--- config.mk ---
export PLATFORM = sky130hd
export DESIGN_NAME = commutator_p2s
export DESIGN_NICKNAME = d
export VERILOG_FILES = /design/src/rtl/commutator_p2s.sv
export SDC_FILE = /design/constraint.sdc
export NUM_CORES = 1
export LEC_CHECK = 0
export BUFFER_PORTS_ARGS = -buffer_cell sky130_fd_sc_hd__buf_2
export CORE_MARGIN = 2
export CORE_UTILIZATION = 53
export DETAILED_ROUTE_END_ITERATION = 6
export GPL_TIMING_DRIVEN = 0
export PLACE_DENSITY = 0.86
export SYNTH_ARGS = -nofsm -noshare
export SYNTH_HDL_FRONTEND = slang
export SYNTH_SLANG_ARGS = --single-unit
--- constraint.sdc ---
create_clock -name i_clk -period 2 [get_ports i_clk]
set_input_delay 0.2 -clock i_clk [delete_from_list [all_inputs] [get_ports i_clk]]
set_output_delay 0.2 -clock i_clk [all_outputs]
set_load 0.01 [all_outputs]
--- src/rtl/commutator_p2s.sv ---
// commutator_p2s: parallel-to-serial output commutator for the polyphase interpolator.
// Define COMMUTATOR_P2S_DOUBLE_BUFFER_EN to add a one-word shadow register.
module commutator_p2s #(
    parameter int gp_data_width = 8,
    parameter int gp_nr_phases  = 4
) (
    input  logic                                  i_clk,
    input  logic                                  i_rst,
    input  logic                                  i_ena,
    input  logic                                  i_load,
    input  logic [gp_nr_phases*gp_data_width-1:0] i_data,
    output logic [gp_data_width-1:0]              o_data,
    output logic                                  o_valid,
    output logic                                  o_last,
    output logic                                  o_ready,
    output logic                                  o_overrun
);
    localparam int W  = gp_data_width;
    localparam int N  = gp_nr_phases;
    localparam int NW = N * W;
    localparam int CW = (N > 1) ? $clog2(N) : 1;

    localparam logic [0:0] ST_IDLE  = 1'b0;
    localparam logic [0:0] ST_SHIFT = 1'b1;

    logic [0:0]    state_q;
    logic [NW-1:0] word_q;
    logic [CW-1:0] cnt_q;
    logic [W-1:0]  phase_sel;
    logic [NW-1:0] next_word;
    logic          accept;
    logic          in_last;
    logic          last_cnt;
    logic          start_new;
    logic          advance;
    logic          finish;

    always_comb begin
        phase_sel = '0;
        for (int k = 0; k < N; k++) begin
            if (cnt_q == CW'(k)) begin
                phase_sel = word_q[k*W +: W];
            end
        end
    end

    assign last_cnt = (cnt_q == CW'(N - 1));
    assign in_last  = (state_q == ST_SHIFT) && o_last;
    assign advance  = (state_q == ST_SHIFT) && !o_last;
    assign accept   = i_load && o_ready;

`ifdef COMMUTATOR_P2S_DOUBLE_BUFFER_EN
    logic [NW-1:0] shadow_q;
    logic          shadow_full_q;

    assign o_ready   = !shadow_full_q;
    assign next_word = shadow_full_q ? shadow_q : i_data;
    assign start_new = ((state_q == ST_IDLE) && accept) ||
                       (in_last && (shadow_full_q || accept));
    assign finish    = in_last && !shadow_full_q && !accept;

    // Shadow only fills mid-word; it drains into the buffer on the last phase
    always_ff @(posedge i_clk or posedge i_rst) begin
        if (i_rst) begin
            shadow_q      <= '0;
            shadow_full_q <= 1'b0;
        end else if (i_ena) begin
            if (advance && accept) begin
                shadow_q      <= i_data;
                shadow_full_q <= 1'b1;
            end else if (in_last && shadow_full_q) begin
                shadow_full_q <= 1'b0;
            end
        end
    end
`else
    assign o_ready   = (state_q == ST_IDLE) || o_last;
    assign next_word = i_data;
    assign start_new = accept;
    assign finish    = in_last && !accept;
`endif

    always_ff @(posedge i_clk or posedge i_rst) begin
        if (i_rst) begin
            state_q   <= ST_IDLE;
            word_q    <= '0;
            cnt_q     <= '0;
            o_data    <= '0;
            o_valid   <= 1'b0;
            o_last    <= 1'b0;
            o_overrun <= 1'b0;
        end else if (i_ena) begin
            if (i_load && !o_ready) begin
                o_overrun <= 1'b1;
            end
            unique case (1'b1)
                start_new: begin
                    word_q  <= next_word;
                    o_data  <= next_word[W-1:0];
                    o_valid <= 1'b1;
                    o_last  <= (N == 1);
                    cnt_q   <= CW'(1);
                    state_q <= ST_SHIFT;
                end
                advance: begin
                    o_data <= phase_sel;
                    cnt_q  <= cnt_q + 1'b1;
                    o_last <= last_cnt;
                end
                finish: begin
                    o_valid <= 1'b0;
                    o_last  <= 1'b0;
                    state_q <= ST_IDLE;
                end
                default: begin
                end
            endcase
        end
    end

endmodule

**Word-level counts from Yosys, hierarchy flattened**

Cells that the tools add are included.

- $add $sub $neg: 1
- Equal/unequal tests: 3
- Muxes and demuxes: 8
- Bitwise logic cells: 1
- Reduce and logical (&&, ||, !) cells: 19

Operators by type and width:

| operator | number |
|---|---|
| 8-bit two-way mux | 4 |
| 8-bit case mux with 2 select lines | 1 |
| 2-bit AND reduction | 5 |
| 2-bit nonzero test | 3 |
| 1-bit logical AND | 5 |
| 2-bit equality test, second input constant | 2 |
| 1-bit case mux with 2 select lines | 2 |
| 2-bit case mux with 2 select lines | 1 |
| 1-bit zero test | 3 |
| 2-bit by 1-bit adder with 2-bit output, second input constant | 1 |
| 2-bit by 1-bit equality test with 1-bit output, second input constant | 1 |
| 2-bit zero test | 1 |
| 2-bit OR reduction | 1 |
| 1-bit logical OR | 1 |
| 1-bit NOT | 1 |

- Flip-flop bits (word level): 45
- Bits of input ports: 36
- Word-level logic and storage cells: 38

**Longest topological paths before layout**

- Depth after elaboration: 8
- Mapped depth: 7
- Depth with buffers taken out: 6

**Worst setup path after synthesis**

OpenSTA, ideal clock, no wires.

- Path kind: register to register
- Start: reg cnt_q[0]
- End: reg o_data[0]
- Library setup time: 71 ps
- Arrival time: 1541 ps
- Required time: 1929 ps
- Path slack: 388 ps
- Stages on the path, launching flop included: 7
- Path buffers: 1
- Clock period less this slack: 1612 ps
- Cells stage by stage: dfrtp_1 ha_1 buf_2 nor2b_1 a221oi_1 o311a_1 nor2_1

- Cells in the longest elaborated chain, start to end: 6
- Elaborated cells on any way between the ends: 9
- Those cells by class: eq/ne: 3; mux: 5; reduce/logical: 1

RTL lines:

| item | line | text |
|---|---|---|
| start: declaration | 28 | `logic [CW-1:0] cnt_q;` |
| start signal: assignment | 107 | `cnt_q <= cnt_q + 1'b1;` |
| 2-bit zero test | 41 | `if (cnt_q == CW'(k)) begin` |
| 8-bit two-way mux (3 in series) | 41 |  |
| 8-bit two-way mux (*) | 41 |  |
| 8-bit case mux with 2 select lines (*) | 96 | `unique case (1'b1)` |
| end signal: assignment | 99 | `o_data <= next_word[W-1:0];` |
| end signal: assignment | 106 | `o_data <= phase_sel;` |
| end: declaration | 12 | `output logic [gp_data_width-1:0] o_data,` |

Mark *: on every way between the ends. The rest lies on a longest branch, timed or not.
A chain may end at the register's enable or synchronous reset.

**Final worst setup path**

- Start: reg cnt_q[0]
- End: reg o_data[6]

Same word-level chain as after synthesis.

==> flow_summary.rst <==
.. list-table::
   :header-rows: 1

   * - Metric
     - Value
   * - Outcome
     - completed
   * - Share of total power in combinational logic
     - 0.436
   * - Total via count in the routed design
     - approximately 1400
   * - Total number of H-tree levels
     - 2
   * - Highest attainable clock frequency
     - roughly 540 MHz
   * - Final core utilization
     - 0.6408
   * - Core Box Area
     - slightly below 4000 sq um
   * - First element of the critical path
     - cnt_q[0]
   * - Combined global-route utilization of all metal layers
     - 0.1966
   * - Smallest hold slack
     - between 100 and 150 ps
   * - Clock slew at reported path FFs
     - 90 ps
   * - Detailed Place HPWL
     - 3.267 mm
   * - Fill cell total of the finished layout
     - between 200 and 300
   * - DRC violation count after routing
     - 0
   * - Die X
     - ~68 microns
   * - Share of the yosys chip area belonging to registers
     - 0.5211
   * - Maximum number of pins on one net before global-route repair
     - 46
   * - Startpoint type of the worst setup path
     - flip-flop
   * - Number of nets in the synthesized netlist
     - about 200
   * - First-pass GRT wire length
     - 6.644 mm
   * - Post-synthesis sequential element count
     - 45
   * - Final-report setup violation count
     - 0
   * - Routed length per instance
     - 15.97 microns
   * - Clk_lat worst skew
     - roughly 290 ps
   * - Maximum clock path buffer count
     - 2
   * - Share of cells above drive strength 1
     - 0.4558
   * - Type of the worst setup path
     - reg -> reg
   * - Area of the mapped netlist
     - 2161 sq um
   * - Worst supply voltage drop on vdd
     - between 0.8 and 0.9 mV
   * - Reg-to-reg critical path endpoint
     - o_data[6]
   * - Post-Route WL
     - around 4.2 mm
   * - Max transition margin
     - 0.3950
   * - Start of the worst register-to-register path
     - cnt_q[0]
   * - Clock Power Share
     - 0.140
   * - Required time of the critical path
     - ~2200 ps
   * - Distinct cell type count of the synthesized netlist
     - 26
   * - Antenna violation net count after detailed routing
     - 0
   * - Hold buffers post-CTS
     - 0
   * - Floorplan die area
     - approximately 4600 sq um
   * - Total Power Consumption
     - 3.916 mW
   * - Worst Tran Pin Value
     - roughly 910 ps
   * - Final nets
     - 254
   * - Switching share of total power
     - 0.3449
   * - Area leader, netlist
     - sky130_fd_sc_hd__dfrtp_1
   * - Max cap viols
     - 0
   * - Worst hold path type
     - in -> async
   * - Final design area excluding fillers
     - about 2500 sq um
   * - Capturing instance or port of the critical path
     - o_data[6]
   * - Overflow left after global routing
     - 0
   * - Worst slack, placed
     - 145.9 ps
   * - Count of inserted antenna diode cells
     - 0
   * - Total number of yosys warnings
     - 0
   * - Sequential Power Share
     - 0.423
   * - Yosys top cell area share
     - 0.5211
   * - Post-cts resize count
     - 0
   * - Power per Cell Area
     - roughly 1500 nW/um^2
   * - Cell chosen for the clock root
     - sky130_fd_sc_hd__clkbuf_8
   * - Routability cong.
     - 0.8298
   * - Number of standard cells in the final layout excluding fillers
     - approximately 270
   * - Relative area change from synthesis to final layout
     - 17.78%
   * - Post-detailed-placement cell area
     - about 2500 sq um
   * - Slew Viols, Final
     - 0
   * - Cells after Synth
     - 161
   * - Io pins
     - between 40 and 50
   * - R2r worst-path depth
     - 7
   * - Count of endpoints failing hold in the final timing report
     - 0
   * - Clk sinks
     - between 40 and 50
   * - Unrepaired setup endpoints after global routing
     - no
   * - Starting Density
     - 0.5441
   * - Setup ws final
     - about 160 ps
   * - Critical Path Sink Type
     - flip-flop
   * - Register-to-register setup slack
     - approximately 160 ps
   * - Area used by multi-input combinational logic
     - between 900 and 1000 sq um
   * - Total internal power
     - 2.565 mW
   * - Setup Buffers After CTS
     - 0
   * - Detail-routed via count per cell
     - between 5 and 6
   * - TritonCTS clock tree
     - done
   * - Sw Pwr
     - around 1.4 mW
   * - Number of antenna violations at the first check in global routing
     - 0
   * - DRT Pass-1 Iters
     - 4
   * - Average cell area after synthesis
     - around 13 sq um
   * - Rows
     - 23
   * - Highest fanout seen on the critical path
     - 8
   * - CP arrival
     - roughly 2000 ps
   * - Via count of the first global-routing pass
     - ~1400
   * - Standby leakage power
     - approximately 1.2 nW
   * - Final sum of negative setup slack
     - 0 ps
   * - Post-layout min period
     - between 1500 and 2000 ps
   * - Starting DRT DRC Count
     - 61
   * - Count of placed standard cells including taps
     - about 260
   * - Number of buffers created by CTS
     - 5
   * - Setup Skew
     - just over 6 ps
   * - Overall die height
     - ~68 microns
   * - Port bufs
     - 46
   * - FF+latch area
     - approximately 1100 sq um
   * - Share of the clock period used by the worst path after layout
     - 0.9214
   * - Synth top area cells
     - sky130_fd_sc_hd__dfrtp_1, sky130_fd_sc_hd__mux2_4, sky130_fd_sc_hd__o311a_1
-- cell usage after synthesis --
cell type	count
sky130_fd_sc_hd__nor2b_1	2
sky130_fd_sc_hd__buf_6	4
sky130_fd_sc_hd__a21boi_2	1
sky130_fd_sc_hd__inv_4	1
sky130_fd_sc_hd__mux2_2	2
sky130_fd_sc_hd__nand2b_1	1
sky130_fd_sc_hd__and3_4	1
sky130_fd_sc_hd__inv_1	5
sky130_fd_sc_hd__a31oi_1	1
sky130_fd_sc_hd__ha_1	4
sky130_fd_sc_hd__nand3_1	1
sky130_fd_sc_hd__dfrtp_1	45
sky130_fd_sc_hd__mux2_4	30
sky130_fd_sc_hd__clkbuf_1	5
sky130_fd_sc_hd__o311a_1	8
sky130_fd_sc_hd__o22ai_1	8
sky130_fd_sc_hd__nor2b_4	1
sky130_fd_sc_hd__o21ai_0	10
sky130_fd_sc_hd__nor2_1	17
sky130_fd_sc_hd__a221oi_1	8
sky130_fd_sc_hd__a22o_1	1
sky130_fd_sc_hd__nand2_1	1
sky130_fd_sc_hd__buf_2	1
sky130_fd_sc_hd__or2_2	1
sky130_fd_sc_hd__a31o_2	1
sky130_fd_sc_hd__a32o_1	1
-- sequential cells by signal, summed over array words and instances, names as in the netlist --
register	count
word_q	32
o_data	8
cnt_q	2
o_last	1
o_overrun	1
state_q	1
-- cell families (layout without fill, tap and decap cells) --
group           count (synthesis)  after routing  share of synthesized area
simple gates                   25             25                    0.05674
fa+ha+maj                       4              4                    0.02316
buf+inv                        16             70                    0.04343
flops                          45             45                     0.5211
mux                            32             32                     0.2189
compound gates                 39             39                     0.1367
-- critical path, stage by stage, from the launching register on --
cell	delay, ps
sky130_fd_sc_hd__dfrtp_1	420
sky130_fd_sc_hd__inv_1	90
sky130_fd_sc_hd__ha_1	210
sky130_fd_sc_hd__or2_2	300
sky130_fd_sc_hd__clkbuf_1	180
sky130_fd_sc_hd__a221oi_1	310
sky130_fd_sc_hd__o311a_1	190
sky130_fd_sc_hd__nor2_1	40
-- layer usage --
layer	track usage	share of wire	vias to the layer above
met2	0.3468	0.52	33
met5	0	0	-
met3	0.03947	0.043	4
met4	0.06000	0.0092	0
li1	-	-	696
met1	0.2440	0.43	703
-- power groups by stage --
stage / Combinational, mW / Sequential (mW) / Clock (mW)
CTS: 1.72 / 1.65 / 0.558
detailed placement: 1.72 / 1.66 / 0
finish: 1.71 / 1.66 / 0.550
global route: 1.87 / 1.71 / 0.595
floorplan: 1.29 / 1.62 / 0
global placement: 1.65 / 1.64 / 0
-- layout make-up --
class	count	area share
flip-flops and latches	45	0.4425
multi-input cells	100	0.3697
repair buffers	46	0.09046
clock buffers	5	0.02704
plain buffers	10	0.02704
well taps	50	0.02458
inverters	6	0.009833
clock inverters	3	0.008850
-- placed cells by master (no fill, tap or decap) --
cell type / netlist / final
sky130_fd_sc_hd__a22o_1: 1 / 1
sky130_fd_sc_hd__nor2_1: 17 / 17
sky130_fd_sc_hd__o311a_1: 8 / 8
sky130_fd_sc_hd__inv_2: 0 / 1
sky130_fd_sc_hd__a221oi_1: 8 / 8
sky130_fd_sc_hd__nand2b_1: 1 / 1
sky130_fd_sc_hd__clkbuf_8: 0 / 5
sky130_fd_sc_hd__o22ai_1: 8 / 8
sky130_fd_sc_hd__and3_4: 1 / 1
sky130_fd_sc_hd__mux2_4: 30 / 30
sky130_fd_sc_hd__o21ai_0: 10 / 10
sky130_fd_sc_hd__inv_1: 5 / 4
sky130_fd_sc_hd__nand3_1: 1 / 1
sky130_fd_sc_hd__a32o_1: 1 / 1
sky130_fd_sc_hd__mux2_2: 2 / 2
sky130_fd_sc_hd__or2_2: 1 / 1
sky130_fd_sc_hd__inv_4: 1 / 1
sky130_fd_sc_hd__nor2b_1: 2 / 2
sky130_fd_sc_hd__buf_2: 1 / 47
sky130_fd_sc_hd__a21boi_2: 1 / 1
sky130_fd_sc_hd__a31oi_1: 1 / 1
sky130_fd_sc_hd__dfrtp_1: 45 / 45
sky130_fd_sc_hd__clkbuf_1: 5 / 5
sky130_fd_sc_hd__ha_1: 4 / 4
sky130_fd_sc_hd__nand2_1: 1 / 1
sky130_fd_sc_hd__a31o_2: 1 / 1
sky130_fd_sc_hd__nor2b_4: 1 / 1
sky130_fd_sc_hd__buf_6: 4 / 4
sky130_fd_sc_hd__clkinvlp_4: 0 / 3
-- worst min-delay path by stage --
stage,end,slack [ps]
2_1_floorplan,state_q,340
3_3_place_gp,word_q[17],430
6_report,word_q[25],100
3_5_place_dp,word_q[21],430
5_1_grt,word_q[25],120
4_1_cts,word_q[25],130
Note: power is estimated with default switching activity, not from simulation.
